$ cat src/rtl/lcd_bus_receiver.sv
// lcd_bus_receiver
// Listens on an HD44780-style LCD bus and keeps a 2 x 16 character shadow of
// what the controller would display.
//
// Ports
//   CLK, RST_N        single clock, asynchronous active-low reset
//   LCD_RS            register select (0 = command, 1 = data)
//   LCD_RW            read/write (1 = read; read strobes are ignored)
//   LCD_E             enable strobe (falling edge latches the bus)
//   SF_D[11:8]        4-bit data bus
//   rd_addr[4:0]      buffer read index (0-15 line 1, 16-31 line 2)
//   rd_char[7:0]      character at rd_addr, one cycle later
//   cur_addr[6:0]     current DDRAM address
//   byte_valid        one-cycle pulse when a byte completes
//   byte_out[7:0]     the completed byte
//   byte_rs           RS value of the completed byte
//   mode_4bit         high once 4-bit mode has been entered
//   busy              high while a clear is sweeping the buffer
//   err               sticky; set when a strobe arrives during a clear
module lcd_bus_receiver (
    input  logic        CLK,
    input  logic        RST_N,
    input  logic        LCD_RS,
    input  logic        LCD_RW,
    input  logic        LCD_E,
    input  logic [11:8] SF_D,
    input  logic [4:0]  rd_addr,
    output logic [7:0]  rd_char,
    output logic [6:0]  cur_addr,
    output logic        byte_valid,
    output logic [7:0]  byte_out,
    output logic        byte_rs,
    output logic        mode_4bit,
    output logic        busy,
    output logic        err
);

    typedef enum logic [1:0] {
        S_INIT8 = 2'd0,
        S_HI    = 2'd1,
        S_LO    = 2'd2,
        S_CLR   = 2'd3
    } state_t;

    // Bus bundle layout inside the synchronizer: {E, RS, RW, D[3:0]}
    logic [6:0] sync1_r;
    logic [6:0] sync2_r;
    logic       e_prev_r;

    state_t     state_r;
    state_t     state_nxt_s;
    logic [3:0] hi_r;
    logic [3:0] hi_nxt_s;
    logic [6:0] cur_r;
    logic [6:0] cur_nxt_s;
    logic       bv_r;
    logic       bv_nxt_s;
    logic [7:0] bo_r;
    logic [7:0] bo_nxt_s;
    logic       brs_r;
    logic       brs_nxt_s;
    logic       mode_r;
    logic       mode_nxt_s;
    logic       busy_r;
    logic       busy_nxt_s;
    logic       err_r;
    logic       err_nxt_s;
    logic [4:0] clr_cnt_r;
    logic [4:0] clr_cnt_nxt_s;

    logic       wr_en_s;
    logic [4:0] wr_idx_s;
    logic [7:0] wr_data_s;

    logic [7:0] buf_r [32];
    logic [7:0] rd_char_r;

    logic       strobe_s;
    logic       rs_s;
    logic       rw_s;
    logic [3:0] d_s;
    logic [7:0] byte_s;

    // DDRAM addresses that have a visible cell in the 16-column window
    function automatic logic addr_visible(input logic [6:0] a);
        return (a[6:4] == 3'b000) || (a[6:4] == 3'b100);
    endfunction

    // Line 2 (0x40-0x4F) lands at indices 16-31
    function automatic logic [4:0] addr_map(input logic [6:0] a);
        return {a[6], a[3:0]};
    endfunction

    // Each line is 40 cells long (0x00-0x27, 0x40-0x67); the end of one
    // line continues at the start of the other
    function automatic logic [6:0] addr_next(input logic [6:0] a);
        logic [6:0] n;
        if (a == 7'h27) begin
            n = 7'h40;
        end else if (a == 7'h67) begin
            n = 7'h00;
        end else begin
            n = a + 7'd1;
        end
        return n;
    endfunction

    // A strobe is the cycle in which synchronized E is seen having fallen
    assign strobe_s = e_prev_r & ~sync2_r[6];
    assign rs_s     = sync2_r[5];
    assign rw_s     = sync2_r[4];
    assign d_s      = sync2_r[3:0];
    assign byte_s   = {hi_r, d_s};

    // Two-flop synchronizer for the whole bus plus the edge-detect delay
    always_ff @(posedge CLK or negedge RST_N) begin
        if (!RST_N) begin
            sync1_r  <= 7'd0;
            sync2_r  <= 7'd0;
            e_prev_r <= 1'b0;
        end else begin
            sync1_r  <= {LCD_E, LCD_RS, LCD_RW, SF_D};
            sync2_r  <= sync1_r;
            e_prev_r <= sync2_r[6];
        end
    end

    // FSM state register
    always_ff @(posedge CLK or negedge RST_N) begin
        if (!RST_N) begin
            state_r <= S_INIT8;
        end else begin
            state_r <= state_nxt_s;
        end
    end

    // Next-state logic, byte assembly, command decode and buffer write port
    always_comb begin
        state_nxt_s   = state_r;
        hi_nxt_s      = hi_r;
        cur_nxt_s     = cur_r;
        bv_nxt_s      = 1'b0;
        bo_nxt_s      = bo_r;
        brs_nxt_s     = brs_r;
        mode_nxt_s    = mode_r;
        busy_nxt_s    = busy_r;
        err_nxt_s     = err_r;
        clr_cnt_nxt_s = clr_cnt_r;
        wr_en_s       = 1'b0;
        wr_idx_s      = 5'd0;
        wr_data_s     = 8'h20;
        case (state_r)
            S_INIT8: begin
                // 8-bit-mode function-set writes: reported, never executed
                if (strobe_s && !rw_s && !rs_s) begin
                    bv_nxt_s  = 1'b1;
                    bo_nxt_s  = {d_s, 4'h0};
                    brs_nxt_s = 1'b0;
                    if (d_s == 4'h2) begin
                        state_nxt_s = S_HI;
                        mode_nxt_s  = 1'b1;
                    end else begin
                        state_nxt_s = S_INIT8;
                    end
                end else begin
                    state_nxt_s = S_INIT8;
                end
            end
            S_HI: begin
                if (strobe_s && !rw_s) begin
                    hi_nxt_s    = d_s;
                    state_nxt_s = S_LO;
                end else begin
                    state_nxt_s = S_HI;
                end
            end
            S_LO: begin
                if (strobe_s && !rw_s) begin
                    bv_nxt_s    = 1'b1;
                    bo_nxt_s    = byte_s;
                    brs_nxt_s   = rs_s;
                    state_nxt_s = S_HI;
                    if (rs_s) begin
                        if (addr_visible(cur_r)) begin
                            wr_en_s   = 1'b1;
                            wr_idx_s  = addr_map(cur_r);
                            wr_data_s = byte_s;
                        end else begin
                            wr_en_s   = 1'b0;
                        end
                        cur_nxt_s = addr_next(cur_r);
                    end else begin
                        case (byte_s)
                            8'h01: begin
                                cur_nxt_s     = 7'd0;
                                state_nxt_s   = S_CLR;
                                busy_nxt_s    = 1'b1;
                                clr_cnt_nxt_s = 5'd0;
                            end
                            8'h02, 8'h03: begin
                                cur_nxt_s = 7'd0;
                            end
                            default: begin
                                if (byte_s[7]) begin
                                    cur_nxt_s = byte_s[6:0];
                                end else begin
                                    cur_nxt_s = cur_r;
                                end
                            end
                        endcase
                    end
                end else begin
                    state_nxt_s = S_LO;
                end
            end
            S_CLR: begin
                wr_en_s       = 1'b1;
                wr_idx_s      = clr_cnt_r;
                wr_data_s     = 8'h20;
                clr_cnt_nxt_s = clr_cnt_r + 5'd1;
                if (clr_cnt_r == 5'd31) begin
                    state_nxt_s = S_HI;
                    busy_nxt_s  = 1'b0;
                end else begin
                    state_nxt_s = S_CLR;
                end
                // Writes arriving mid-clear are lost; the nibble phase stays put
                if (strobe_s && !rw_s) begin
                    err_nxt_s = 1'b1;
                end else begin
                    err_nxt_s = err_r;
                end
            end
            default: begin
                state_nxt_s = S_INIT8;
            end
        endcase
    end

    // Control and output registers
    always_ff @(posedge CLK or negedge RST_N) begin
        if (!RST_N) begin
            hi_r      <= 4'h0;
            cur_r     <= 7'd0;
            bv_r      <= 1'b0;
            bo_r      <= 8'h00;
            brs_r     <= 1'b0;
            mode_r    <= 1'b0;
            busy_r    <= 1'b0;
            err_r     <= 1'b0;
            clr_cnt_r <= 5'd0;
        end else begin
            hi_r      <= hi_nxt_s;
            cur_r     <= cur_nxt_s;
            bv_r      <= bv_nxt_s;
            bo_r      <= bo_nxt_s;
            brs_r     <= brs_nxt_s;
            mode_r    <= mode_nxt_s;
            busy_r    <= busy_nxt_s;
            err_r     <= err_nxt_s;
            clr_cnt_r <= clr_cnt_nxt_s;
        end
    end

    // Character buffer; a same-cycle read of the written entry sees the old value
    always_ff @(posedge CLK or negedge RST_N) begin
        if (!RST_N) begin
            for (int i = 0; i < 32; i++) begin
                buf_r[i] <= 8'h20;
            end
            rd_char_r <= 8'h20;
        end else begin
            if (wr_en_s) begin
                buf_r[wr_idx_s] <= wr_data_s;
            end
            rd_char_r <= buf_r[rd_addr];
        end
    end

    assign rd_char    = rd_char_r;
    assign cur_addr   = cur_r;
    assign byte_valid = bv_r;
    assign byte_out   = bo_r;
    assign byte_rs    = brs_r;
    assign mode_4bit  = mode_r;
    assign busy       = busy_r;
    assign err        = err_r;

endmodule

$ cat config.mk
export PLATFORM = sky130hd
export DESIGN_NAME = lcd_bus_receiver
export DESIGN_NICKNAME = d
export VERILOG_FILES = /design/src/rtl/lcd_bus_receiver.sv
export SDC_FILE = /design/constraint.sdc
export NUM_CORES = 1
export LEC_CHECK = 0
export ABC_CLOCK_PERIOD_IN_PS = 2100
export CAP_MARGIN = 20
export CORE_AREA = 3 3 147 291
export DETAILED_ROUTE_END_ITERATION = 16
export DIE_AREA = 0 0 150 294
export GPL_TIMING_DRIVEN = 0
export SYNTH_ARGS = -nofsm -noshare
export SYNTH_HDL_FRONTEND = slang
export SYNTH_SLANG_ARGS = --single-unit
$ cat constraint.sdc
create_clock -name CLK -period 2.1 [get_ports CLK]
set_input_delay 0.315 -clock CLK [delete_from_list [all_inputs] [get_ports CLK]]
set_output_delay 0.315 -clock CLK [all_outputs]
set_load 0.005 [all_outputs]
### Word level (Yosys, flattened, before mapping)

Cells that the tools add are included.

| operators by class | value |
|---|---|
| equal/unequal tests | 16 |
| $lt $le $gt $ge | 3 |
| bitwise logic cells | 4 |
| mux-type cells | 49 |
| $add $sub $neg | 2 |
| reduce and logical (&&, ||, !) cells | 19 |

Operators by type and width:

| kind | count |
|---|---|
| $bwmux 256 | 1 |
| $mux 8 | 9 |
| $bmux 8 s5 | 1 |
| $demux 8 s5 | 1 |
| $mux 7 | 5 |
| $mux 5 | 6 |
| $pmux 5 s2 | 2 |
| $eq 8x2->1 const B | 2 |
| $pmux 8 s2 | 1 |
| $ge 6x6->1 const B | 2 |
| $mux 1 | 12 |
| $mux 2 | 6 |
| $not 5->6 | 2 |
| $reduce_and 3->1 | 3 |
| $eq 8x1->1 const B | 1 |
| $ne 2x2->1 const B | 4 |
| $pmux 1 s2 | 4 |
| $pmux 2 s4 | 1 |
| $add 7x1->7 const B | 1 |
| $eq 7x6->1 const B | 1 |
| $eq 7x7->1 const B | 1 |
| $lt 6x1->1 const B | 1 |
| $add 5x1->5 const B | 1 |
| $eq 5x5->1 const B | 1 |
| other kinds (18) | 24 |

| storage, ports and cells | value |
|---|---|
| register bits | 310 |
| output and inout port bits | 28 |
| word-level logic and storage cells | 139 |
| input bits | 14 |

### Longest topological paths before layout

Gate-level depths: netlist (run 1).

| logic depth | value |
|---|---|
| depth in word-level cells | 12 |
| gate-level depth with buffers | 9 |
| gate-level depth less buffers | 6 |

### Worst setup path after synthesis (run 1)

No wires, ideal clock.

| path | value |
|---|---|
| path kind | register to register |
| from | register cur_r[4], in the netlist cur_addr[4] |
| to | register buf_r[64] in the netlist's numbering |
| setup time | 0.125 ns |
| stages on the path, launching flop included | 9 |
| path buffers | 3 |
| arrival time | 2.154 ns |
| path slack | -0.178 ns |
| data required time | 1.975 ns |
| clock period less this slack | 2.278 ns |
| path through | dfrtp_1 -> buf_2 -> nor3b_4 -> a41o_1 -> and3_1 -> buf_2 -> and3_1 -> buf_4 -> mux2_2 |

| on the way | value |
|---|---|
| longest elaborated chain between the ends | 12 |
| elaborated cells between the ends (all ways) | 22 |
| those cells by class | order compare: 2; eq/ne: 1; mux: 15; bitwise: 1; reduce/logical: 3 |

RTL lines:

| what | line | source |
|---|---|---|
| start: declaration | 54 | `logic [6:0] cur_r;` |
| start signal: assignment | 254 | `cur_r <= cur_nxt_s;` |
| $eq 3x3->1 or $logic_not 3->1 (tied branches) | 86 | `return (a[6:4] == 3'b000) \|\| (a[6:4] == 3'b100);` |
| $logic_or 1x1->1 (*) | 86 |  |
| $mux 5 | 184 | `if (addr_visible(cur_r)) begin` |
| $mux 5 | 183 | `if (rs_s) begin` |
| $mux 5 | 178 | `if (strobe_s && !rw_s) begin` |
| $pmux 5 s2 | 152 | `case (state_r)` |
| $not 5->6 (implied by the code) | 274 | `buf_r[wr_idx_s] <= wr_data_s;` |
| $ge 6x6->1 (implied by the code) or $lt 6x1->1 (tied branches) | 274 |  |
| $logic_and 1x1->1 (implied by the code) | 274 |  |
| $mux 8 (implied by the code) | 274 |  |
| $demux 8 s5 | 274 |  |
| $bwmux 256 | 274 |  |
| end signal: indexed assignment | 274 |  |
| end: declaration | 75 | `logic [7:0] buf_r [32];` |

Every way passes the cells marked *; elsewhere a longest branch is shown, timed or not.
A chain may end at the register's enable or synchronous reset.

### Worst setup path after layout (run 1)

| path | value |
|---|---|
| from | register cur_r[4], in the netlist cur_addr[4] |
| to | register buf_r[31] in the netlist's numbering |

Same word-level chain as after synthesis.

==> metrics, run 1 <==
Cell Pwr Density=677.3 nW/um^2; setup ws final=-0.1568 ns; fin area=18220 um^2; most common cell in the netlist=dfrtp_1; total gr overflow=0; worst hold path type=primary input to flop; Yosys reg bits=310; TritonCTS buffer count=28; max cap viols=0; layout cells sized above 1=between 50% and 60%; drt drc=0; placed cell areas=15480 um^2; Worst R2R Path Depth=9; final setup vio count=234; ranking of synthesized cells by area=dfrtp_1, mux2_2, mux4_2; cell taking the most area after synthesis=dfrtp_1; post-synthesis sequential area ratio=54.92%; Max VDD drop=0.7123 mV; Worst-Skew Late Latency=0.57 ns; Pins Over Slew Limit=0; Routed WL=41770 um; CTS sink count=310; GRT Total Usage=19.21%; ant diodes=0; Arr. time, crit path=roughly 2.7 ns; leakage=~8 nW; Total Die Area=roughly 44000 um^2; post-synth top area share=around half; Inst Count DP=1493; Vias/cell=between 5 and 6; 1st-iter DRT viols=523; initial antenna violation count=0; Die Ht=294 um; I/O pin cnt=42; RSZ-0062 raised after global routing=true; Die Span X=150 um; Max Clock Freq=roughly 440 MHz; FF-to-FF setup slack=-0.16 ns; WS Path Type=flop to flop; Synth Area per Inst=15.35 um^2; largest net degree at the start of global routing=123; endpoint class of the critical path=flop; H-tree levels=1; vias in the first global route=about 9600; vias=8646; post-detailed-route wirelength per cell=26.15 um; nets@finish=1062; Worst Min Path Start=SF_D[9]; DPL Wire Length=a little under 30000 um; post-synthesis async set-or-reset flop share=100.0%; Clock Tree Buf Depth=3; non-filler instance count after layout=1597; Mapped Nets=approximately 940; first-pass GRT wire length=62980 um; post-synthesis cell type count=56; Clock Skews=0.02509 ns; setup TNS=-19.68 ns; Post-Syn Area=14200 um^2; status=complete, but fails checks; failing checks=negative setup slack; met2 Usage GRT=35.26%; GP Congestion=0.8581; hold path depth=1; Hold Fails Final Rpt=0; post-layout util=44.88%; met3 usage=1.942%; CTS tree=built; number of core rows=104; # port buffers=36; Synthesis Warnings=0; Initial Util=34.98%; Syn-to-layout area delta=28.32%; Tmin final=~2.3 ns; Hold Crit Endpoint=sync1_r[1]$_DFF_PN0_; fill count=3530; Commonest cells post-synth=dfrtp_1, mux2_2, mux4_2; data required time of the worst path=2.55 ns; Detailed Routing Iterations Pass 1=4; crit path launch type=flop; register area=7807 um^2; ys flop type=dfrtp_1; multi-input combinational cell area=7148 um^2; Top Usage Layer GRT=met2; Post-synth EDFFs=0; Mapped Cells=between 900 and 1000; worst-path maximum fanout=8; routing usage on met1=20.58%; Final Power=12.34 mW; number of nets with antenna violations after routing=0; CTS clk-pin slew, worst paths=0.07 ns; R2R Path End=buf_r[31]$_DFFE_PN0P_; final worst-path cycle share=107.5%; CTS Root Cell=clkbuf_16; Worst Max-Slew Pin Slew=about 0.97 ns; reg2reg start=cur_addr[4]$_DFFE_PN0P_; Rel. slew slack=roughly a third; core area=roughly 41000 um^2
metrics by stage:
step / worst slack (ns) / hold WS, ns
6_report: -0.1568 / 0.1861
5_1_grt: -0.2294 / 0.1763
4_1_cts: -0.1668 / 0.1651
3_5_place_dp: -0.8962 / 0.3347
3_3_place_gp: -12.43 / 0.3328
2_1_floorplan: -0.1239 / 0.01941
worst max-delay path, stage by stage, from the launching register on:
cell	delay (ns)
dfrtp_1	0.39
buf_6	0.15
nor3b_4	0.23
buf_4	0.15
nand3_4	0.09
buf_6	0.14
a21oi_4	0.26
buf_6	0.16
nand3_4	0.19
mux2_4	0.36
final cells by class:
| cell class | instances | area share, % |
|---|---|---|
| plain buffers | 64 | 3.001 |
| well taps | 530 | 3.639 |
| clock buffers | 48 | 5.033 |
| flip-flops and latches | 310 | 42.85 |
| repair buffers | 97 | 6.022 |
| inverters | 6 | 0.1236 |
| clock inverters | 4 | 0.1099 |
| multi-input cells | 538 | 39.23 |
timing repair:
item	4_1_cts	5_1_grt
pin swaps	30	28
hold buffers	1	0
endpoints found under the hold margin	103	0
cloned	1	0
gates resized for setup	244	68
setup buffers	43	14
endpoints found under the setup margin	276	281
registers in the layout (all words and copies together) (netlist names), 4 cells and up, named ones only:
name / cells
sync2_r: 7
clr_cnt_r: 5
byte_out: 8
hi_r: 4
rd_char: 8
buf_r: 256
cur_addr: 7
sync1_r: 7
power breakdown:
group	internal (mW)	switching, mW
clock	2.95	2.27
sequential	6.08	0.135
combinational	0.402	0.511
metal layers:
| layer | vias up | routed length [um] | part of all wire (%) |
|---|---|---|---|
| met1 | 4620 | 14540 | 35 |
| li1 | 3700 | - | - |
| met5 | - | 0 | 0 |
| met4 | 0 | 3046 | 7.3 |
| met3 | 103 | 1319 | 3.2 |
| met2 | 223 | 22850 | 55 |
cell usage in the layout, fill, tap and decap left out, drive strengths merged, types with 2 or more instances in the layout:
master / n
nor2b: 10
a41o: 3
o22ai: 3
mux4: 80
nor2: 23
a22o: 9
dfrtp: 277
o21ai: 14
nand4: 2
clkinv: 4
nor3b: 3
nand2b: 4
inv: 6
nand2: 27
a41oi: 9
mux2i: 3
nor4b: 2
and3: 5
dfstp: 33
o32ai: 2
clkbuf: 85
clkdlybuf4s50: 35
or2: 2
a21o: 2
nor3: 2
a21oi: 15
mux2: 267
nand3: 18
and2: 12
ha: 3
a32o: 2
a31o: 2
buf: 88
how the worst max path moves through the flow:
stage	start	to	cells past startpoint
floorplan	cur_addr[4]$_DFFE_PN0P_	buf_r[40]$_DFFE_PN0P_	6
global placement	RST_N	rd_char[0]$_DFF_PN0_	1
detailed placement	cur_addr[4]$_DFFE_PN0P_	buf_r[136]$_DFFE_PN0P_	7
CTS	sync2_r[5]$_DFF_PN0_	buf_r[84]$_DFFE_PN0P_	10
global route	cur_addr[4]$_DFFE_PN0P_	buf_r[31]$_DFFE_PN0P_	9
finish	cur_addr[4]$_DFFE_PN0P_	buf_r[31]$_DFFE_PN0P_	9
cells by family (layout without fill, tap and decap cells):
logic type	Yosys count	after routing	share of synthesized area, %
XOR/XNOR	1	1	0.06169
multiplexers	350	350	34.07
AO/OA/AOI/OAI	69	69	3.604
AND/OR/NAND/NOR	114	115	4.723
adder cells (fa/ha/maj)	3	3	0.2643
buffers and inverters	78	219	2.361
flip-flops	310	310	54.92
Power figures use the tool's default switching activity.
==> run 2: changes to the inputs <==
ABC_CLOCK_PERIOD_IN_PS = 1900   (was 2100)
clock period = 1.9 ns   (was 2.1 ns; I/O delays follow)
==> metrics, run 2 (synthesis results as in run 1) <==
status=complete, but fails checks; failing checks=negative hold slack, negative setup slack; worst-path maximum fanout=8; GRT Total Usage=18.40%; initial antenna violation count=0; CTS Root Cell=clkbuf_16; RSZ-0062 raised after global routing=true; GP Congestion=~0.83; drt drc=0; data required time of the worst path=2.35 ns; Clock Skews=0.02492 ns; 1st-iter DRT viols=462; core area=40600 um^2; final setup vio count=around 260; largest reg by FF count=buf_r; Worst Max-Slew Pin Slew=0.8236 ns; Worst-Skew Late Latency=0.57 ns; multi-input combinational cell area=7229 um^2; setup ws final=-0.4166 ns; crit path launch type=flop; I/O pin cnt=42; final hold slack=-0.3136 ns; # port buffers=36; Max Clock Freq=431.7 MHz; Final Power=13.91 mW; vias=roughly 8600; largest net degree at the start of global routing=around 120; Rel. slew slack=around 45%; CTS tree=built; Max VDD drop=between 0.7 and 0.8 mV; H-tree levels=1; Arr. time, crit path=between 2 and 3 ns; layout cells sized above 1=59.76%; endpoint class of the critical path=flop; most common cell after layout, fill and taps aside=dfrtp_1; nets@finish=approximately 1100; Pins Over Slew Limit=0; Syn-to-layout area delta=30.61%; post-detailed-route wirelength per cell=approximately 25 um; first-pass GRT wire length=between 60000 and 70000 um; WS Path Type=flop to flop; final worst-path cycle share=121.9%; Vias/cell=5.321; Largest register FFs=~260; Die Span X=150 um; Tmin final=2.317 ns; DPL Wire Length=28390 um; CTS clk-pin slew, worst paths=0.07 ns; CTS sink count=310; Cell Pwr Density=roughly 750 nW/um^2; Initial Util=34.98%; number of core rows=approximately 100; TritonCTS buffer count=30; ant diodes=0; vias in the first global route=9327; leakage=approximately 8.4 nW; Total Die Area=between 40000 and 50000 um^2; Clock Tree Buf Depth=3; Hold Fails Final Rpt=69; number of nets with antenna violations after routing=0; Detailed Routing Iterations Pass 1=4; Die Ht=294 um; Routed WL=around 41000 um; fill count=3537; Worst R2R Path Depth=8; register area=approximately 8000 um^2; worst hold path type=primary input to asynchronous set/reset pin; max cap viols=0; commonest cells after routing, fill and taps aside=dfrtp_1, mux2_4, mux2_2, mux4_2, buf_4; total gr overflow=0
## run 2: cell count changes in the layout (fill, tap and decap cells not counted), sizes merged
cell           delta
clkinv            -2
buf              +17
dlymetal6s2s      +1
clkbuf            -3
clkinvlp          +3
dlygate4sd3       -1
dlygate4sd2       +1
clkdlybuf4s50     -2
## run 2: routing by layer
layer,global-route usage [%],wire length (um)
met5,0,0
met4,9.966,2742
met2,34.78,22330
met3,1.711,1041
met1,19.77,14640
## run 2: stage by stage
step	std cells	util (%)	setup TNS [ns]	area (um^2)	setup slack, ns
2_1_floorplan	925	-	-54.92	14600	-0.3239
3_3_place_gp	1491	38.48	-3945.85	15620	-12.53
3_5_place_dp	1493	38.63	-222.41	15680	-1.078
4_1_cts	1587	43.66	-75.83	17730	-0.3663
5_1_grt	1611	45.69	-90.30	18550	-0.4759
6_report	1611	45.69	-73.91	18550	-0.4166
## run 2: power by group
| group | leakage (nW) | switching (mW) | internal [mW] | total, mW |
|---|---|---|---|---|
| sequential | 4.15 | 0.132 | 6.72 | 6.85 |
| clock | 0.476 | 2.60 | 3.39 | 5.99 |
| combinational | 3.77 | 0.591 | 0.479 | 1.07 |
| total | 8.40 | 3.32 | 10.6 | 13.9 |
## run 2: repair_timing
action,4_1_cts,5_1_grt
cloned,1,3
hold endpoints to repair,69,69
resized for setup,166,167
pin swaps,21,35
setup buffers,40,24
setup endpoints to repair,286,284
## run 2: cell type report
class,count,share of cell area [%]
multi-input combinational,538,38.98
sequential,310,42.09
clock buffer,50,5.107
clock inverter,5,0.2361
inverter,6,0.1214
timing repair buffer,105,6.301
tap,530,3.575
buffer,67,3.589
## run 2: worst max-delay path, stage by stage, from the launching register on
cell	delay, ns
dfrtp_1	0.39
buf_6	0.15
nor4b_4	0.32
buf_4	0.17
a41oi_2	0.14
a211o_4	0.35
or2_1	0.24
buf_6	0.15
mux2_2	0.27
## run 2: worst paths after layout
| path | from | endpoint | slack [ns] |
|---|---|---|---|
| setup / recovery | cur_addr[4]$_DFFE_PN0P_ | buf_r[162]$_DFFE_PN0P_ | -0.42 |
| hold / removal | RST_N | buf_r[32]$_DFFE_PN0P_ | -0.31 |
| setup reg to reg | cur_addr[4]$_DFFE_PN0P_ | buf_r[162]$_DFFE_PN0P_ | -0.42 |
| hold reg to reg | sync1_r[0]$_DFF_PN0_ | sync2_r[0]$_DFF_PN0_ | 0.35 |
| max in group asynchronous | RST_N | buf_r[130]$_DFFE_PN0P_ | 0.61 |
| min in group CLK | SF_D[9] | sync1_r[1]$_DFF_PN0_ | 0.15 |
